### src/rtl/synth_pkg.sv
// Shared constants and types for the voice allocator and the phase bank it feeds.
//   NBANKS      : number of time-multiplexed voice slots
//   SLOT_W      : width of a slot index
//   AGE_W       : width of a per-slot age counter
//   MIDI_SILENT : note value that marks an unused slot
//   state_e     : allocator FSM encoding
package synth_pkg;

    localparam int unsigned NBANKS      = 10;
    localparam int unsigned SLOT_W      = $clog2(NBANKS);
    localparam int unsigned AGE_W       = 4;
    localparam logic [6:0]  MIDI_SILENT = 7'h00;

    typedef enum logic [1:0] {
        StIdle,
        StScan,
        StWrite
    } state_e;

endpackage

### src/rtl/voice_allocator.sv
// Polyphonic voice allocator.
// Accepts note-on/note-off events over a valid/ready handshake, keeps a table of NBANKS
// voice slots with per-slot ages, and streams one slot's note per clk_en in the same
// round-robin order the phase bank walks.
// Ports:
//   clk, rst          : clock, asynchronous active-low reset
//   clk_en            : sample-rate enable, advances the output stream
//   i_evt_valid       : event present
//   i_evt_on          : 1 = note-on, 0 = note-off
//   i_evt_note        : MIDI note number
//   o_evt_ready       : allocator can accept an event
//   o_midi            : note for the current slot (0 = silent)
//   o_slot            : slot index currently presented on o_midi
//   o_frame           : high while o_slot == 0
//   o_voices          : number of non-silent slots
module voice_allocator #(
    parameter int unsigned NBANKS = synth_pkg::NBANKS,
    parameter int unsigned SLOT_W = synth_pkg::SLOT_W,
    parameter int unsigned AGE_W  = synth_pkg::AGE_W
) (
    input  logic              clk,
    input  logic              rst,
    input  logic              clk_en,
    input  logic              i_evt_valid,
    input  logic              i_evt_on,
    input  logic [6:0]        i_evt_note,
    output logic              o_evt_ready,
    output logic [6:0]        o_midi,
    output logic [SLOT_W-1:0] o_slot,
    output logic              o_frame,
    output logic [SLOT_W-1:0] o_voices
);
    import synth_pkg::*;

    localparam logic [SLOT_W-1:0] LastSlot = SLOT_W'(NBANKS - 1);

    // Voice table and ages are flops so WRITE can compare every slot at once.
    logic [6:0]        table_q [NBANKS];
    logic [6:0]        table_d [NBANKS];
    logic [AGE_W-1:0]  age_q   [NBANKS];
    logic [AGE_W-1:0]  age_d   [NBANKS];

    state_e            state_q, state_d;
    logic              armed_q, armed_d;
    logic              on_q, on_d;
    logic [6:0]        note_q, note_d;
    logic [SLOT_W-1:0] idx_q, idx_d;
    logic              match_found_q, match_found_d;
    logic [SLOT_W-1:0] match_idx_q, match_idx_d;
    logic              free_found_q, free_found_d;
    logic [SLOT_W-1:0] free_idx_q, free_idx_d;
    logic [SLOT_W-1:0] oldest_idx_q, oldest_idx_d;
    logic [AGE_W-1:0]  oldest_age_q, oldest_age_d;
    logic [SLOT_W-1:0] voices_q, voices_d;

    logic [SLOT_W-1:0] slot_q, slot_d, slot_nxt;
    logic [6:0]        midi_q, midi_d;
    logic              frame_q, frame_d;

    logic              ready;
    logic [6:0]        scan_note;
    logic [SLOT_W-1:0] cnt;

    // Ready is held low until the first clock after reset release.
    assign ready = armed_q && (state_q == StIdle);

    always_comb begin
        state_d       = state_q;
        armed_d       = 1'b1;
        on_d          = on_q;
        note_d        = note_q;
        idx_d         = idx_q;
        match_found_d = match_found_q;
        match_idx_d   = match_idx_q;
        free_found_d  = free_found_q;
        free_idx_d    = free_idx_q;
        oldest_idx_d  = oldest_idx_q;
        oldest_age_d  = oldest_age_q;
        voices_d      = voices_q;
        table_d       = table_q;
        age_d         = age_q;
        scan_note     = table_q[idx_q];
        cnt           = '0;

        unique case (state_q)
            StIdle: begin
                if (i_evt_valid && ready) begin
                    on_d          = i_evt_on;
                    note_d        = i_evt_note;
                    idx_d         = '0;
                    match_found_d = 1'b0;
                    match_idx_d   = '0;
                    free_found_d  = 1'b0;
                    free_idx_d    = '0;
                    oldest_idx_d  = '0;
                    oldest_age_d  = '0;
                    state_d       = StScan;
                end
            end

            StScan: begin
                if (!match_found_q && (scan_note == note_q)) begin
                    match_found_d = 1'b1;
                    match_idx_d   = idx_q;
                end
                if (!free_found_q && (scan_note == MIDI_SILENT)) begin
                    free_found_d = 1'b1;
                    free_idx_d   = idx_q;
                end
                // Strict compare keeps the lowest index on an age tie.
                if (age_q[idx_q] > oldest_age_q) begin
                    oldest_age_d = age_q[idx_q];
                    oldest_idx_d = idx_q;
                end
                if (idx_q == LastSlot) begin
                    state_d = StWrite;
                end else begin
                    idx_d = idx_q + 1'b1;
                end
            end

            StWrite: begin
                if (note_q != MIDI_SILENT) begin
                    if (on_q) begin
                        for (int i = 0; i < int'(NBANKS); i++) begin
                            if (match_found_q) begin
                                if (SLOT_W'(i) == match_idx_q) begin
                                    age_d[i] = '0;
                                end
                            end else if (free_found_q) begin
                                if (SLOT_W'(i) == free_idx_q) begin
                                    table_d[i] = note_q;
                                    age_d[i]   = '0;
                                end else if ((table_q[i] != MIDI_SILENT) && (age_q[i] != '1)) begin
                                    age_d[i] = age_q[i] + 1'b1;
                                end
                            end else begin
                                if (SLOT_W'(i) == oldest_idx_q) begin
                                    table_d[i] = note_q;
                                    age_d[i]   = '0;
                                end else if (age_q[i] != '1) begin
                                    age_d[i] = age_q[i] + 1'b1;
                                end
                            end
                        end
                    end else begin
                        for (int i = 0; i < int'(NBANKS); i++) begin
                            if (table_q[i] == note_q) begin
                                table_d[i] = MIDI_SILENT;
                                age_d[i]   = '0;
                            end
                        end
                    end
                end
                for (int i = 0; i < int'(NBANKS); i++) begin
                    if (table_d[i] != MIDI_SILENT) begin
                        cnt = cnt + 1'b1;
                    end
                end
                voices_d = cnt;
                state_d  = StIdle;
            end

            default: begin
                state_d = StIdle;
            end
        endcase
    end

    // Output stream: reads the registered table, so a same-cycle write is not yet visible.
    always_comb begin
        slot_nxt = (slot_q == LastSlot) ? '0 : slot_q + 1'b1;
        slot_d   = slot_q;
        midi_d   = midi_q;
        frame_d  = frame_q;
        if (clk_en) begin
            slot_d  = slot_nxt;
            midi_d  = table_q[slot_nxt];
            frame_d = (slot_nxt == '0);
        end
    end

    always_ff @(posedge clk or negedge rst) begin
        if (!rst) begin
            state_q       <= StIdle;
            armed_q       <= 1'b0;
            on_q          <= 1'b0;
            note_q        <= '0;
            idx_q         <= '0;
            match_found_q <= 1'b0;
            match_idx_q   <= '0;
            free_found_q  <= 1'b0;
            free_idx_q    <= '0;
            oldest_idx_q  <= '0;
            oldest_age_q  <= '0;
            voices_q      <= '0;
            slot_q        <= LastSlot;
            midi_q        <= MIDI_SILENT;
            frame_q       <= 1'b0;
            for (int i = 0; i < int'(NBANKS); i++) begin
                table_q[i] <= MIDI_SILENT;
                age_q[i]   <= '0;
            end
        end else begin
            state_q       <= state_d;
            armed_q       <= armed_d;
            on_q          <= on_d;
            note_q        <= note_d;
            idx_q         <= idx_d;
            match_found_q <= match_found_d;
            match_idx_q   <= match_idx_d;
            free_found_q  <= free_found_d;
            free_idx_q    <= free_idx_d;
            oldest_idx_q  <= oldest_idx_d;
            oldest_age_q  <= oldest_age_d;
            voices_q      <= voices_d;
            slot_q        <= slot_d;
            midi_q        <= midi_d;
            frame_q       <= frame_d;
            for (int i = 0; i < int'(NBANKS); i++) begin
                table_q[i] <= table_d[i];
                age_q[i]   <= age_d[i];
            end
        end
    end

    assign o_evt_ready = ready;
    assign o_midi      = midi_q;
    assign o_slot      = slot_q;
    assign o_frame     = frame_q;
    assign o_voices    = voices_q;

endmodule

### config.mk
export PLATFORM = sky130hd
export DESIGN_NAME = voice_allocator
export DESIGN_NICKNAME = d
export VERILOG_FILES = /design/src/rtl/synth_pkg.sv /design/src/rtl/voice_allocator.sv
export SDC_FILE = /design/constraint.sdc
export NUM_CORES = 1
export LEC_CHECK = 0
export BUFFER_PORTS_ARGS = -buffer_cell sky130_fd_sc_hd__buf_4
export CAP_MARGIN = 15
export CORE_UTILIZATION = 60
export DETAILED_ROUTE_END_ITERATION = 8
export PLACE_DENSITY = 0.74
export SLEW_MARGIN = 20
export SYNTH_ARGS = -nofsm -noshare
export SYNTH_HDL_FRONTEND = slang
export SYNTH_SLANG_ARGS = --single-unit
### constraint.sdc
create_clock -name clk -period 13.4 [get_ports clk]
set_input_delay 2.68 -clock clk [delete_from_list [all_inputs] [get_ports clk]]
set_output_delay 2.68 -clock clk [all_outputs]
set_load 0.02 [all_outputs]
==> run_results.csv <==
group,metric,value,unit
sta,worstMarginPinSlew,1170,ps
drt,wl_per_cell,25.0,µm
drt,final_antenna_net_count,0,
placed_design,pre_cts_ws,6180,ps
setup_path,start_kind,"flop",
power_and_ir_drop,sw_frac_of_total,47.0,%
clock_network,clockBufferDepth,2,
power_and_ir_drop,vdd_drop_max,0.479,mV
synth,synth_edf_count,0,
clock_network,post_cts_buffers,0,
placed_design,gp_congestion,1.03,
synth,synth_warnings,0,
clock_network,cts_made_buffers,17,
hold_path,hold_path.class,"reg2reg",
drt,drc,0,
clock_network,postCtsHoldBufs,0,
placed_design,hpwl,26700,µm
sta,setup_violations,0,
global_route,grt.total_usage,38.8,%
cells_and_area,ff_latch_area,0.00398,mm²
global_route,grt_pass1_wl,57000,µm
placed_design,port_buffers,28,
hold_path,hold_path_depth,2,
clock_network,cts_tree,"done",
floorplanning,die_w,140,µm
sta,rsz0062_at_grt,"no",
sta,slew_viol_final,0,
synth,async_flop_share,100,%
clock_network,clock-sinks,159,
synth,yosys.cell_types.count,103,
sta,final.setup.worst_slack,6070,ps
sta,hold_viol,0,
drt,drt-vias-per-instance,7.00,
global_route,antenna_found_initial,0,
global_route,overflow,0,
setup_path,arrival,7660,ps
synth,synth_nets,1268,
floorplanning,row_count,49,
setup_path,reg2reg_depth,27,
setup_path,setup.worst_path.class,"reg2reg",
cells_and_area,multiInputGateArea,0.00698,mm²
sta,skew,12.6,ps
clock_network,cts_root_buf,"clkbuf_16",
run,cap_viol_max_count,0,
drt,drt_iter0_drc,1327,
synth,yosysSeqAreaShare,35.0,%
cells_and_area,area_growth,7.49,%
power_and_ir_drop,p_leak,5.08,nW
power_and_ir_drop,power.switching,1.53,mW
setup_path,cp.required,13730,ps
floorplanning,core,0.0183,mm²
setup_path,path_max_fanout,19,
global_route,grt_pass1_vias,9654,
cells_and_area,layout.cells.most_common,"nand2_1",
synth,syn_inst,1231,
power_and_ir_drop,cell_internal_pwr,1.73,mW
floorplanning,die-height,140,µm
clock_network,cts_resized,0,
cells_and_area,layout-drive-gt1-share,14.0,%
sta,timing.slew.headroom,21.2,%
run_status,outcome,"finished clean",
clock_network,clkTransAtPathRegs,70,ps
floorplanning,start_util,62.2,%
sta,final.setup.tns,0,ps
cells_and_area,nets,1260,
floorplanning,die_area,0.0195,mm²
synth,synth-main-ff-cell,"dfrtp_1",
setup_path,endpoint_kind,"flop",
drt,dr.pass1.iters,8,
floorplanning,io_pins,29,
power_and_ir_drop,clockPowerShare,15.0,%
synth,ys_ff_latch,159,
power_and_ir_drop,powerDensity,267,mW/mm²
power_and_ir_drop,comb_power_share,60.7,%
sta,timing.final.crit_share,54.7,%
synth,syn_avg_cell_area,9.24,µm²
clock_network,clkLatencyLatePin,440,ps
synth,syn_area,0.0114,mm²
cells_and_area,most-common-layout-cells,"nand2_1 (181), dfrtp_1 (156), o21ai_0 (133), xnor2_1 (55), nor2_1 (54)",
cells_and_area,antenna_cells,0,
global_route,grt_max_degree,94,
power_and_ir_drop,seq_power_share,24.3,%
cells_and_area,fillers,1520,
clock_network,htreeDepth,4,
drt,wirelength,36700,µm
drt,routed-via-count,10200,
sta,min_period,7330,ps
sta,fmax,136,MHz
==> sequential cells by signal, indices dropped and copies added, names as in the netlist <==
signal         flops
o_voices           4
on_q               1
note_q             7
o_frame            1
oldest_idx_q       4
match_found_q      1
age_q             40
armed_q            1
o_midi             7
table_q           70
o_slot             4
match_idx_q        4
state_q            2
free_idx_q         4
free_found_q       1
idx_q              4
oldest_age_q       4
==> stage by stage <==
stage          total power [mW]  std cells  cell area (µm²)  util [%]  hold WS (ps)
5_1_grt                    3.47       1465            12200      66.9           532
6_report                   3.27       1465            12200      66.9           498
4_1_cts                    3.23       1465            12200      66.9           502
3_5_place_dp               2.73       1433            11600      63.8           482
2_1_floorplan              2.28       1231            11400         -           455
3_3_place_gp               2.70       1433            11600      63.8           466
==> routing by layer <==
layer	GRT usage [%]	share of wire (%)	vias to the layer above
met5	0	0	-
met3	9.02	11	151
met1	52.8	40	4932
met4	21.6	5.7	0
met2	57.3	43	646
li1	-	-	4520
==> cell families (layout without fill, tap and decap cells) <==
group	count (synthesis)	count (layout)	synth area share [%]
AO/OA/AOI/OAI	312	312	17.5
XOR/XNOR	103	103	8.52
other	1	1	0.0330
AND/OR/NAND/NOR	434	434	19.5
flip-flops	159	159	35.0
buffers and inverters	91	96	3.61
multiplexers	106	106	13.0
adder cells (fa/ha/maj)	25	25	2.75
==> synthesized netlist by cell type (all sizes together) (7+ instances only) <==
library cell | number | share of area, %
nor4 | 26 | 1.6
nand4 | 7 | 0.39
or3 | 7 | 0.39
mux2i | 38 | 3.4
a22oi | 12 | 0.91
nand2 | 181 | 6.0
or4 | 12 | 0.83
mux2 | 39 | 3.9
o21ai | 135 | 6.0
xor2 | 44 | 3.5
nand2b | 18 | 0.99
ha | 25 | 2.8
o22ai | 15 | 0.88
xnor2 | 55 | 4.2
a21o | 8 | 0.53
nor4b | 8 | 0.94
a31oi | 7 | 0.39
o221ai | 8 | 0.67
mux4 | 29 | 5.7
nor3b | 7 | 0.51
buf | 33 | 1.7
nor2 | 55 | 1.9
clkbuf | 35 | 1.2
a221oi | 15 | 1.2
a22o | 8 | 0.62
inv | 23 | 0.76
a21oi | 49 | 2.2
dfrtp | 157 | 35
nor3 | 33 | 1.5
and2 | 10 | 0.55
nor2b | 7 | 0.39
nand3 | 33 | 1.5
==> worst paths after layout <==
kind                                              start                 endpoint  slack [ps]
worst max-delay path              note_q[1]$_DFFE_PN0P_  o_voices[3]$_DFFE_PN0N_        6070
worst min register to register  o_voices[0]$_DFFE_PN0N_  o_voices[0]$_DFFE_PN0N_         500
min in group asynchronous                           rst    o_midi[4]$_DFFE_PN0P_        2310
max in group asynchronous                           rst     idx_q[0]$_DFFE_PN0P_        9690
worst max register to register    note_q[1]$_DFFE_PN0P_  o_voices[3]$_DFFE_PN0N_        6070
worst min-delay path            o_voices[0]$_DFFE_PN0N_  o_voices[0]$_DFFE_PN0N_         500
==> power by group through the flow <==
stage	Combinational, mW	Clock [mW]	Sequential (mW)
floorplan	1.61	0	0.674
global placement	1.92	0	0.786
detailed placement	1.95	0	0.789
CTS	1.96	0.493	0.782
global route	2.15	0.509	0.806
finish	1.98	0.489	0.793
==> final cells by class <==
cell class	count	area share, %
inverters	23	0.706
repair buffers	41	2.55
flip-flops and latches	159	32.6
clock buffers	19	3.71
well taps	229	2.34
multi-input cells	981	57.1
clock inverters	13	1.01
==> worst max-delay path, stage by stage (launching register included) <==
cell and delay [ps]:
dfrtp_1 720, or4_4 710, o21ai_1 380, a211oi_1 100, a21oi_1 310, nand2b_1 190
inv_1 60, ha_1 420, or3_1 420, o211ai_2 220, inv_1 70, ha_1 310
o21bai_1 180, a21boi_0 150, mux2i_1 180, xnor2_1 100, mux2_2 280, ha_1 280
mux2i_2 320, xor2_1 260, mux2i_1 120, ha_1 290, nand2_1 50, o221ai_1 150
nand4_1 180, a211o_1 350, nand4_1 80, or3b_1 340
No activity file was read; power rests on OpenSTA's default activity.
